<file path="src/rtl/regfile_pkg.sv">
// Shared types for the register-file writeback path.
package regfile_pkg;

  localparam int AddressBitwidth = 5;
  localparam int DataBitwidth    = 32;

  typedef logic [AddressBitwidth-1:0] reg_addr_t;
  typedef logic [DataBitwidth-1:0]    reg_data_t;

  // Which requester holds the round-robin priority for the next tie.
  typedef enum logic {GRANT_ALU, GRANT_LD} grant_e;

endpackage

</file>
<file path="src/rtl/register_scoreboard.sv">
// One pending bit per register for loads still in flight to memory.
// Register 0 is hardwired and never becomes pending.
module register_scoreboard #(
  parameter int AddressBitwidth = 5
) (
  input  logic                          clk,
  input  logic                          rst_n,
  input  logic                          set_en,
  input  logic [AddressBitwidth-1:0]    set_addr,
  input  logic                          clr_en,
  input  logic [AddressBitwidth-1:0]    clr_addr,
  input  logic [AddressBitwidth-1:0]    lookup_a,
  input  logic [AddressBitwidth-1:0]    lookup_b,
  output logic                          busy_a,
  output logic                          busy_b,
  output logic [2**AddressBitwidth-1:0] pending
);

  // Clear first, then set, so a same-cycle set on the same register wins.
  always_ff @(posedge clk or negedge rst_n) begin
    if (!rst_n) begin
      pending <= '0;
    end else begin
      if (clr_en) pending[clr_addr] <= 1'b0;
      if (set_en && (set_addr != '0)) pending[set_addr] <= 1'b1;
    end
  end

  assign busy_a = pending[lookup_a];
  assign busy_b = pending[lookup_b];

endmodule

</file>
<file path="src/rtl/regfile_writeback_arbiter.sv">
// Shares the register-file write port between the ALU and the load unit,
// tracks outstanding loads and flags read-after-write hazards for decode.
module regfile_writeback_arbiter
  import regfile_pkg::*;
#(
  parameter int AddressBitwidth = 5,
  parameter int DataBitwidth    = 32
) (
  input  logic                       clk,
  input  logic                       rst_n,
  input  logic                       alu_valid,
  output logic                       alu_ready,
  input  logic [AddressBitwidth-1:0] alu_rd,
  input  logic [DataBitwidth-1:0]    alu_data,
  input  logic                       ld_issue,
  input  logic [AddressBitwidth-1:0] ld_issue_rd,
  input  logic                       ld_valid,
  output logic                       ld_ready,
  input  logic [AddressBitwidth-1:0] ld_rd,
  input  logic [DataBitwidth-1:0]    ld_data,
  input  logic [AddressBitwidth-1:0] rs1,
  input  logic [AddressBitwidth-1:0] rs2,
  output logic                       rs1_busy,
  output logic                       rs2_busy,
  output logic [AddressBitwidth-1:0] rf_rd,
  output logic                       rf_write_enable,
  output logic [DataBitwidth-1:0]    rf_data
);

  grant_e                       rr_ptr;
  logic [2**AddressBitwidth-1:0] pending;
  logic                         rs1_pending;
  logic                         rs2_pending;
  logic                         alu_elig;
  logic                         alu_fire;
  logic                         ld_fire;
  logic                         both_req;

  logic                         alu_stall_q;
  logic [AddressBitwidth-1:0]   alu_rd_q;
  logic [DataBitwidth-1:0]      alu_data_q;
  logic                         ld_stall_q;
  logic [AddressBitwidth-1:0]   ld_rd_q;
  logic [DataBitwidth-1:0]      ld_data_q;

  register_scoreboard #(.AddressBitwidth(AddressBitwidth)) u_scoreboard (
    .clk      (clk),
    .rst_n    (rst_n),
    .set_en   (ld_issue),
    .set_addr (ld_issue_rd),
    .clr_en   (ld_fire),
    .clr_addr (ld_rd),
    .lookup_a (rs1),
    .lookup_b (rs2),
    .busy_a   (rs1_pending),
    .busy_b   (rs2_pending),
    .pending  (pending)
  );

  // An ALU write may not overtake a load still outstanding to the same register.
  assign alu_elig = (alu_rd == '0) | ~pending[alu_rd];

  // Ready depends only on the other side's valid; reset holds both off.
  assign alu_ready = rst_n & alu_elig & ~(ld_valid & (rr_ptr == GRANT_LD));
  assign ld_ready  = rst_n & ~(alu_valid & alu_elig & (rr_ptr == GRANT_ALU));
  assign alu_fire  = alu_valid & alu_ready;
  assign ld_fire   = ld_valid & ld_ready;
  assign both_req  = alu_valid & alu_elig & ld_valid;

  // Round-robin pointer flips only when both requesters competed.
  always_ff @(posedge clk or negedge rst_n) begin
    if (!rst_n) begin
      rr_ptr <= GRANT_ALU;
    end else if (both_req) begin
      rr_ptr <= (rr_ptr == GRANT_ALU) ? GRANT_LD : GRANT_ALU;
    end
  end

  // Output stage: the accepted write appears on the register-file port one cycle later.
  always_ff @(posedge clk or negedge rst_n) begin
    if (!rst_n) begin
      rf_write_enable <= 1'b0;
      rf_rd           <= '0;
      rf_data         <= '0;
    end else if (alu_fire) begin
      rf_write_enable <= (alu_rd != '0);
      rf_rd           <= alu_rd;
      rf_data         <= alu_data;
    end else if (ld_fire) begin
      rf_write_enable <= (ld_rd != '0);
      rf_rd           <= ld_rd;
      rf_data         <= ld_data;
    end else begin
      rf_write_enable <= 1'b0;
    end
  end

  // A register is stale while its load is outstanding or its write has not yet committed.
  assign rs1_busy = (rs1 != '0) & (rs1_pending | (rf_write_enable & (rf_rd == rs1)));
  assign rs2_busy = (rs2 != '0) & (rs2_pending | (rf_write_enable & (rf_rd == rs2)));

  // Remember stalled offers so the following cycle can confirm they were held steady.
  always_ff @(posedge clk or negedge rst_n) begin
    if (!rst_n) begin
      alu_stall_q <= 1'b0;
      alu_rd_q    <= '0;
      alu_data_q  <= '0;
      ld_stall_q  <= 1'b0;
      ld_rd_q     <= '0;
      ld_data_q   <= '0;
    end else begin
      alu_stall_q <= alu_valid & ~alu_ready;
      alu_rd_q    <= alu_rd;
      alu_data_q  <= alu_data;
      ld_stall_q  <= ld_valid & ~ld_ready;
      ld_rd_q     <= ld_rd;
      ld_data_q   <= ld_data;
    end
  end

  // Protocol checks on the requesters; these have no recovery path in hardware.
  always @(posedge clk) begin
    if (rst_n) begin
      assert (!(ld_issue && (ld_issue_rd != '0) && pending[ld_issue_rd]
                && !(ld_fire && (ld_rd == ld_issue_rd))));
      assert (!ld_valid || (ld_rd == '0) || pending[ld_rd]);
      assert (!alu_stall_q || (alu_valid && (alu_rd == alu_rd_q) && (alu_data == alu_data_q)));
      assert (!ld_stall_q || (ld_valid && (ld_rd == ld_rd_q) && (ld_data == ld_data_q)));
    end
  end

endmodule

</file>
<file path="config.mk">
export PLATFORM = sky130hd
export DESIGN_NAME = regfile_writeback_arbiter
export DESIGN_NICKNAME = d
export VERILOG_FILES = /design/src/rtl/regfile_pkg.sv /design/src/rtl/register_scoreboard.sv /design/src/rtl/regfile_writeback_arbiter.sv
export SDC_FILE = /design/constraint.sdc
export NUM_CORES = 1
export LEC_CHECK = 0
export ABC_AREA = 1
export BUFFER_PORTS_ARGS = -buffer_cell sky130_fd_sc_hd__buf_2
export CAP_MARGIN = 20
export CORE_MARGIN = 2
export CORE_UTILIZATION = 41
export CTS_CLUSTER_DIAMETER = 200
export DETAILED_ROUTE_END_ITERATION = 12
export PLACE_DENSITY = 0.66
export SLEW_MARGIN = 20
export SYNTH_ARGS = -nofsm -noshare
export SYNTH_HDL_FRONTEND = slang
export SYNTH_SLANG_ARGS = --single-unit
</file>
<file path="constraint.sdc">
create_clock -name clk -period 1.85 [get_ports clk]
set_input_delay 0.0925 -clock clk [delete_from_list [all_inputs] [get_ports clk]]
set_output_delay 0.0925 -clock clk [all_outputs]
set_load 0.02 [all_outputs]
</file>
== Word level (Yosys, flattened, before mapping) ==
Index checks and enable logic that the tools add are counted.

* Bits in read-only memories: 0
* Word-level logic and storage cells: 66
* Latch bits: 0
* Input port bits: 94
* Bits in writable memories: 0
* Flip-flop bits (word level): 71
* Memories kept: 0
* Output and inout bits: 42

* $mul: 0
* $lt $le $gt $ge: 7
* Muxes and demuxes: 19
* Div/mod/pow operators: 0
* Add/subtract/negate cells: 0
* Reduce and logical (&&, ||, !) cells: 10
* Shifts and indexed selects: 0
* Bitwise logic cells: 23
* Equality and inequality tests: 2

{| class="wikitable"
|+ Operators with widths
! cell !! number
|-
| $mux W32 || 4
|-
| $and A32 B32 Y32 || 1
|-
| $not A32 Y32 || 1
|-
| $or A32 B32 Y32 || 1
|-
| $lt A5 B6 Y1 const B || 5
|-
| $reduce_bool A5 Y1 || 5
|-
| $bmux W1 S5 || 3
|-
| $and A1 B1 Y1 || 13
|-
| $demux W1 S5 || 2
|-
| $eq A5 B5 Y1 || 2
|-
| $ge A5 B1 Y1 const B || 2
|-
| $mux W5 || 2
|-
| $mux W1 || 8
|-
| $logic_not A5 Y1 || 1
|-
| $not A1 Y1 || 4
|-
| $logic_and A1 B1 Y1 || 3
|-
| $or A1 B1 Y1 || 3
|-
| $reduce_bool A2 Y1 || 1
|}

== Longest topological paths before layout ==
Gate-level depths: netlist of the first run.

* Word-level depth: 12
* Gate-level depth with buffers: 15
* Gate-level depth less buffers: 13

== Modules after synthesis ==
Synthesis of the first run repeated with hierarchy kept, for this count alone.

* Cell total of the unflattened synthesis: 690
* Area, all modules: 4709.5 um^2

{| class="wikitable"
|+ Modules (own cells, without submodules)
! module !! seq. area each (um^2) !! cells an instance !! area an instance (um^2) !! instances
|-
| regfile_writeback_arbiter || 975.9 || 404 || 2726.4 || 1
|-
| register_scoreboard || 800.8 || 286 || 1983.2 || 1
|}

== Worst setup path after synthesis of the first run ==
OpenSTA, ideal clock, no wires.

* Path kind: flip-flop to flip-flop
* Start: register u_scoreboard.pending[22]
* End: register rf_rd[2]
* Clock period less this slack: 1597 ps
* Data arrival time: 1480 ps
* Cell stages (with the launch flop): 15
* Path slack: 253 ps
* Path through: dfrtp_1 inv_1 o21ai_0 nor2_1 nor2_1 nor2_1 nand2_1 nand3_2 nand3_2 buf_6 buf_4 nand2_1 nand2_1 nand2_1 nand2_1

* Word-level cells in the longest chain between the ends: 10
* Elaborated cells between the ends (all ways): 14
* Classes of those cells: 3 x mux; 10 x bitwise; 1 x reduce/logical

{| class="wikitable"
|+ Ends and longest elaborated chain
! item !! line !! text
|-
| from (decl) || register_scoreboard.sv:16 || <nowiki>output logic [2**AddressBitwidth-1:0] pending</nowiki>
|-
| from (signal assigned) || register_scoreboard.sv:22 || <nowiki>pending <= '0;</nowiki>
|-
| from (signal, indexed assignment) || register_scoreboard.sv:24 || <nowiki>if (clr_en) pending[clr_addr] <= 1'b0;</nowiki>
|-
| from (signal, indexed assignment) || register_scoreboard.sv:25 || <nowiki>if (set_en && (set_addr != '0)) pending[set_addr] <= 1'b1;</nowiki>
|-
| $bmux W1 S5 (*) || regfile_writeback_arbiter.sv:61 || <nowiki>assign alu_elig = (alu_rd == '0) | ~pending[alu_rd];</nowiki>
|-
| $mux W1 (implied by the code) (*) || regfile_writeback_arbiter.sv:61 ||
|-
| $not A1 Y1 (*) || regfile_writeback_arbiter.sv:61 ||
|-
| $or A1 B1 Y1 (*) || regfile_writeback_arbiter.sv:61 ||
|-
| $and A1 B1 Y1 (2 in series) || regfile_writeback_arbiter.sv:65 || <nowiki>assign ld_ready = rst_n & ~(alu_valid & alu_elig & (rr_ptr == GRANT_ALU));</nowiki>
|-
| $not A1 Y1 || regfile_writeback_arbiter.sv:65 ||
|-
| $and A1 B1 Y1 || regfile_writeback_arbiter.sv:65 ||
|-
| $and A1 B1 Y1 || regfile_writeback_arbiter.sv:67 || <nowiki>assign ld_fire = ld_valid & ld_ready;</nowiki>
|-
| $reduce_bool A2 Y1 (no source line) || n/a ||
|-
| to (signal assigned) || regfile_writeback_arbiter.sv:87 || <nowiki>rf_rd <= alu_rd;</nowiki>
|-
| to (signal assigned) || regfile_writeback_arbiter.sv:91 || <nowiki>rf_rd <= ld_rd;</nowiki>
|-
| to (decl) || regfile_writeback_arbiter.sv:25 || <nowiki>output logic [AddressBitwidth-1:0] rf_rd,</nowiki>
|}

Mark *: on every way between the ends. The rest lies on a longest branch, timed or not. The select of a mux whose other input is x is not followed.
A chain may end at the register's enable or synchronous reset.

== Final worst setup path of the first run ==
* Start: register u_scoreboard.pending[6]
* End: register rf_data[2]

* Word-level cells in the longest chain between the ends: 10
* Elaborated cells between the ends (all ways): 14
* Classes of those cells: 3 x mux; 10 x bitwise; 1 x reduce/logical

{| class="wikitable"
|+ Ends and longest elaborated chain
! item !! line !! text
|-
| $bmux W1 S5 (*) || regfile_writeback_arbiter.sv:61 ||
|-
| $mux W1 (implied by the code) (*) || regfile_writeback_arbiter.sv:61 ||
|-
| $not A1 Y1 (*) || regfile_writeback_arbiter.sv:61 ||
|-
| $or A1 B1 Y1 (*) || regfile_writeback_arbiter.sv:61 ||
|-
| $and A1 B1 Y1 (2 in series) || regfile_writeback_arbiter.sv:65 ||
|-
| $not A1 Y1 || regfile_writeback_arbiter.sv:65 ||
|-
| $and A1 B1 Y1 || regfile_writeback_arbiter.sv:65 ||
|-
| $and A1 B1 Y1 || regfile_writeback_arbiter.sv:67 ||
|-
| $reduce_bool A2 Y1 (no source line) || n/a ||
|-
| to (signal assigned) || regfile_writeback_arbiter.sv:88 || <nowiki>rf_data <= alu_data;</nowiki>
|-
| to (signal assigned) || regfile_writeback_arbiter.sv:92 || <nowiki>rf_data <= ld_data;</nowiki>
|-
| to (decl) || regfile_writeback_arbiter.sv:27 || <nowiki>output logic [DataBitwidth-1:0] rf_data</nowiki>
|}

Marked as above.

==> flow_summary_export.csv, run 1 <==
group,metric,value,unit
routing,drc,0,
timing,whs,0.0261,ns
cts,clkTransAtPathRegs,0.06,ns
layout,final_cell_count_no_fill,1178,
setup_path,endpoint_kind,"flip-flop",
place,place_ws,0.0205,ns
synthesis,yosysSeqAreaShare,0.340,
setup_path,cp.arrival,2.24,ns
layout,nNetsFinal,1093,
global_route,overflow,0,
synthesis,yosysMostFrequentCell,"nand2_1",
timing,maxSlewHeadroom,0.568,
flow_run,max_cap_viol_count,0,
cts,root_buffer,"clkbuf_16",
die,dieArea,13700,sq um
synthesis,synth_largest_area_cell,"dfrtp_1",
routing,drt-vias-per-instance,5.61,
setup_path,worstSetupPathType,"reg -> reg",
cts,cts_tree,"done",
synthesis,synthTopCellsByArea,"dfrtp_1 (34%), nand2_1 (19%), nand3_1 (12%), nand4_1 (8.5%), inv_1 (4.5%)",
place,placed_area,6310,sq um
synthesis,synth_area,5220,sq um
timing,drv_slew,0,
layout,finish.instance_area,7830,sq um
global_route,grt_start_max_net_pins,56,
global_route,grt_pass1_wl,28.5,mm
cts,numCtsBuffers,9,
status,outcome,"finished with violations",
setup_path,start_kind,"flip-flop",
timing,fin_ws,-0.159,ns
status,violations,"setup timing",
synthesis,synthCells,821,
timing,setup_viol,74,
routing,wl_per_cell,17.9,um
routing,vias,6611,
setup_path,cp.required,2.08,ns
die,start_util,0.417,
setup_path,crit_path_max_fanout,7,
worst_hold_path,min_path_type,"in -> reg",
global_route,antenna_found_initial,0,
global_route,grt_usage,0.266,
synthesis,async_flop_share,1.00,
die,ios,136,
timing,fin_skew,0.0108,ns
die,dieWidth,117,um
synthesis,yosys_warnings,0,
timing,hold_violations,0,
timing,rsz0062_at_grt,"yes",
cts,clock_sinks,71,
synthesis,synth_nets,915,
synthesis,synth_cell_types,27,
synthesis,syn_area_per_cell,6.36,sq um
place,place_inst,1126,
layout,syn2layout_area_growth,50.0,%
routing,detail-route-antenna-nets,0,
power,power_density,1140,nW/um^2
timing,period_share,1.09,
setup_path,r2r_setup_slack,-0.16,ns
place,gp_congestion,0.946,
synthesis,synth-edff-count,0,
cts,clockBufferDepth,2,
place,port-buffer-count,135,
routing,drt-initial-drc-count,784,
timing,worst_pin_slew,0.643,ns
synthesis,ys.flop_type,"dfrtp_1",
die,chipHeight,117,um
routing,dr.pass1.iters,6,
cts,clock_latency,0.35,ns
timing,max_freq,498,MHz
routing,totalWireLength,21.1,mm
die,core_area,12500,sq um
synthesis,synth_commonest_cells,"nand2_1 (264), nand3_1 (124), dfrtp_1 (71), nand4_1 (71), inv_1 (63)",
cts,h-tree-depth,3,
die,fp-row-count,41,
global_route,grt_pass1_vias,5517,
synthesis,synth.top_cell.area_share,0.340,
power,peakVddDrop,0.484,mV
layout,drive_gt1_frac,0.385,
synthesis,ys_seq_elements,71,
place,hpwl,13.2,mm
timing,period_minus_slack,2.01,ns
power,leakagePower,0.00416,uW
power by group:
part,leakage (uW),switching [uW],internal [uW]
clock,0.000153,731,1190
sequential,0.000890,455,2110
combinational,0.00312,2570,1860
worst max-delay path, stage by stage (launching register included):
cell       delay (ns)
dfrtp_1          0.43
nand2_1          0.09
nand3_1          0.08
nand3_1          0.09
nand2_1          0.05
nor2_1           0.14
nand2_2          0.08
nand3_4          0.09
nand3_4          0.10
buf_6            0.14
nand3_4          0.09
buf_12           0.12
nand2_8          0.09
clkbuf_16        0.21
nand2_2          0.06
nand2_1          0.04
logic make-up after synthesis:
logic type	count (synthesis)	synth area share
and+or+nand+nor	532	0.457
buffers and inverters	122	0.103
AOI/OAI and AO/OA	91	0.0913
DFF	71	0.340
xor gates and xnor gates	5	0.00839
cell usage in the layout, fill, tap and decap left out, types with 4 or more instances in the layout:
cell type / netlist / final
nand2_1: 264 / 169
buf_2: 19 / 130
nand3_1: 124 / 97
nand4_1: 71 / 71
dfrtp_1: 71 / 69
nand2_2: 0 / 62
nor2_1: 56 / 56
buf_4: 5 / 53
inv_1: 63 / 49
a21oi_1: 40 / 37
nand2_4: 1 / 33
nand3_2: 3 / 27
o21ai_0: 37 / 25
clkbuf_16: 0 / 21
inv_2: 2 / 16
o21ai_1: 1 / 12
buf_6: 5 / 12
nor3_1: 11 / 11
buf_12: 0 / 10
a31oi_1: 5 / 5
o22ai_1: 5 / 5
nand3_4: 1 / 4
xor2_1: 4 / 4
buf_8: 0 / 4
path summary, 6_finish.rpt:
path	start	end	cells past startpoint
max in group asynchronous	rst_n	rf_rd[4]	4
max reg2reg	u_scoreboard.pending[6]	rf_data[2]	15
min in group asynchronous	rst_n	u_scoreboard.pending[9]	2
max	u_scoreboard.pending[6]	rf_data[2]	15
min	ld_data[21]	rf_data[21]	5
min reg2reg	rf_data[15]	rf_data[15]	2
what timing repair did:
action / CTS / global route
hold buffers: 1 / 0
endpoints found under the hold margin: 47 / 0
pin swaps: 3 / 18
endpoints found under the setup margin: 4 / 74
gates resized for setup: 13 / 207
buffers inserted: 3 / 14
gates cloned: 0 / 17
flip-flops by register name, indices dropped and copies added (netlist names):
register and count:
rf_write_enable 1, rf_rd 5, rr_ptr 1, rf_data 32
u_scoreboard.pending 32
layout make-up:
cell class / count / area (sq um)
Clock inverter: 6 / 93.8
Clock buffer: 10 / 229
Multi-Input combinational cell: 628 / 3500
Antenna cell: 2 / 5.00
Fill cell: 1131 / 4680
Timing Repair Buffer: 222 / 1750
Tap cell: 172 / 215
Inverter: 67 / 251
Sequential cell: 71 / 1780
layer usage:
| layer | global-route usage | vias up | wire (um) |
|---|---|---|---|
| li1 | - | 3119 | - |
| met1 | 0.393 | 3036 | 8750 |
| met2 | 0.392 | 402 | 9550 |
| met3 | 0.0566 | 54 | 2180 |
| met4 | 0.0800 | 0 | 653 |
| met5 | 0 | - | 0 |
per-stage QoR:
stage               total power [uW]  setup TNS (ns)  utilization
global route                    9440          -12.34        0.625
floorplan                       4470               0            -
CTS                             7880         -0.0143        0.535
detailed placement              5900               0        0.504
finish                          8920           -6.41        0.626
global placement                5880               0        0.504
Power figures use the tool's default switching activity.
==> run 2: changes to the inputs <==
--- a/config.mk
+++ b/config.mk
@@ -11,5 +11,4 @@
 export CORE_MARGIN = 2
 export CORE_UTILIZATION = 41
-export CTS_CLUSTER_DIAMETER = 200
 export DETAILED_ROUTE_END_ITERATION = 12
 export PLACE_DENSITY = 0.66
==> constraint.sdc (replaced) <==
create_clock -name clk -period 1.85 [get_ports clk]
set_input_delay 0.185 -clock clk [delete_from_list [all_inputs] [get_ports clk]]
set_output_delay 0.185 -clock clk [all_outputs]
set_load 0.005 [all_outputs]
==> flow_summary_export.csv, run 2 (synthesis gave the netlist of run 1 again) <==
group,metric,value,unit
timing,tns,-6.55,ns
die,dieArea,13700,sq um
setup_path,start_kind,"flip-flop",
timing,hold_violations,0,
setup_path,endpoint_kind,"flip-flop",
layout,syn2layout_area_growth,52.6,%
global_route,grt_usage,0.272,
global_route,overflow,0,
routing,detail-route-antenna-nets,0,
die,fp-row-count,41,
layout,finish.instance_area,7970,sq um
setup_path,cp_common_cell,"nand2_2",
setup_path,r2r_setup_slack,-0.15,ns
die,chipHeight,117,um
global_route,grt_pass1_vias,5481,
die,start_util,0.417,
layout,fin_util,0.637,
power,p_sw,3460,uW
global_route,grt_pass1_wl,28.7,mm
cts,clkTransAtPathRegs,0.06,ns
routing,drt-initial-drc-count,963,
routing,drt-vias-per-instance,5.68,
routing,vias,6793,
power,peakVddDrop,0.468,mV
power,combPwrFrac,0.498,
setup_path,path_cells,"nand2_1, o21ai_1, nand2_1, nand3_2, nor2_2, nand2_2, nand3_4, buf_6, buf_6, nand3_4, buf_12, nand2_2, nand2_2, nand2_4, nand2_2",
routing,drc,0,
place,gp_congestion,0.995,
power,internal-power,5070,uW
place,placed_area,6420,sq um
timing,max_freq,500,MHz
cts,root_buffer,"clkbuf_16",
timing,setup_viol,67,
global_route,grt_start_max_net_pins,35,
layout,mostFrequentLayoutCells,"nand2_1 (157), buf_2 (134), nand3_1 (87)",
power,leakagePower,0.00421,uW
cts,cts_tree,"done",
routing,totalWireLength,21.2,mm
setup_path,worstSetupPathType,"reg -> reg",
timing,rsz0062_at_grt,"yes",
timing,worst_pin_slew,0.640,ns
timing,whs,0.0307,ns
routing,dr.pass1.iters,5,
cts,clockBufferDepth,2,
layout,nNetsFinal,1114,
timing,fin_ws,-0.151,ns
worst_hold_path,min_path_type,"in -> async",
power,power_density,1070,nW/um^2
place,port-buffer-count,135,
routing,wl_per_cell,17.7,um
power,p_total,8540,uW
power,p_sw_frac,0.406,
cts,h-tree-depth,3,
timing,drv_slew,0,
layout,drive_gt1_frac,0.420,
timing,period_share,1.08,
die,dieWidth,117,um
cts,numCtsBuffers,9,
setup_path,cp.arrival,2.23,ns
cts,clock_latency,0.35,ns
timing,period_minus_slack,2.00,ns
status,outcome,"finished with violations",
timing,maxSlewHeadroom,0.570,
global_route,antenna_found_initial,1,
flow_run,max_cap_viol_count,0,
setup_path,cpPeakStageDelay,0.42,ns
setup_path,crit_path_max_fanout,8,
setup_path,cp.required,2.08,ns
setup_path,worst_path_max_delay_cell,"dfrtp_1",
power,power_frac_clock,0.206,
timing,fin_skew,0.00828,ns
cts,clock_sinks,71,
layout,top_regs,"rf_data x32, u_scoreboard.pending x32, rf_rd x5",
place,hpwl,13.6,mm
layout,final_common_cell,"nand2_1",
power,power_frac_seq,0.296,
status,violations,"setup timing",
die,ios,136,
die,core_area,12500,sq um
[run 2: changes by cell type in the layout (fill, tap and decap cells not counted), sizes merged]
cell,previous run,this run
clkbuf,22,18
dlygate4sd3,1,0
nand3,128,129
clkinv,4,5
diode,2,1
bufinv,2,1
buf,209,233
[run 2: per-stage QoR]
stage | cells | setup slack, ns
2_1_floorplan | 821 | 0.246
3_3_place_gp | 1141 | 0.00765
3_5_place_dp | 1141 | -0.0196
6_report | 1197 | -0.151
4_1_cts | 1168 | -0.0631
5_1_grt | 1197 | -0.265
[run 2: critical path: cells and delay by family (launching register included)]
kind / cells / cell delay (ns)
buffers and inverters: 3 / 0.46
DFF: 1 / 0.42
and+or+nand+nor: 11 / 0.96
AOI/OAI and AO/OA: 1 / 0.06
[run 2: per-layer routing]
layer	vias up	track usage	part of all wire	wire length, um
met2	390	0.408	0.45	9560
met5	-	0	0	0
met4	0	0.0698	0.025	531
li1	3169	-	-	-
met3	52	0.0639	0.092	1960
met1	3182	0.396	0.43	9170
[run 2: layout make-up]
| type | instances | area [sq um] |
|---|---|---|
| well taps | 172 | 215 |
| inverters | 67 | 254 |
| diodes | 1 | 2.50 |
| flip-flops and latches | 71 | 1780 |
| fillers | 1145 | 4550 |
| multi-input cells | 629 | 3590 |
| clock inverters | 6 | 61.3 |
| repair buffers | 242 | 1840 |
| clock buffers | 9 | 225 |
[run 2: worst paths after layout]
check                                         start                  endpoint  cells past startpoint
max reg2reg                u_scoreboard.pending[17]               rf_data[26]                     15
min                                           rst_n  u_scoreboard.pending[13]                      3
max                        u_scoreboard.pending[17]               rf_data[26]                     15
min in group clk                        ld_data[25]               rf_data[25]                      5
min reg2reg                u_scoreboard.pending[25]  u_scoreboard.pending[25]                      2
max in group asynchronous                     rst_n                rf_data[3]                      3
[run 2: power by group through the flow]
stage	combinational, uW	clock [uW]	sequential (uW)
final	4250	1760	2530
after global routing	4600	1830	2590
after CTS	3300	1760	2490
after detailed placement	3070	0	2520
after global placement	3050	0	2510
after floorplan	1660	0	2490
[run 2: repair_timing]
item,4_1_cts,5_1_grt
endpoints found under the setup margin,4,74
hold buffers,1,0
hold endpoints to repair,32,0
pin swaps,13,56
gates cloned,0,15
resized for setup,32,215
setup buffers,11,14
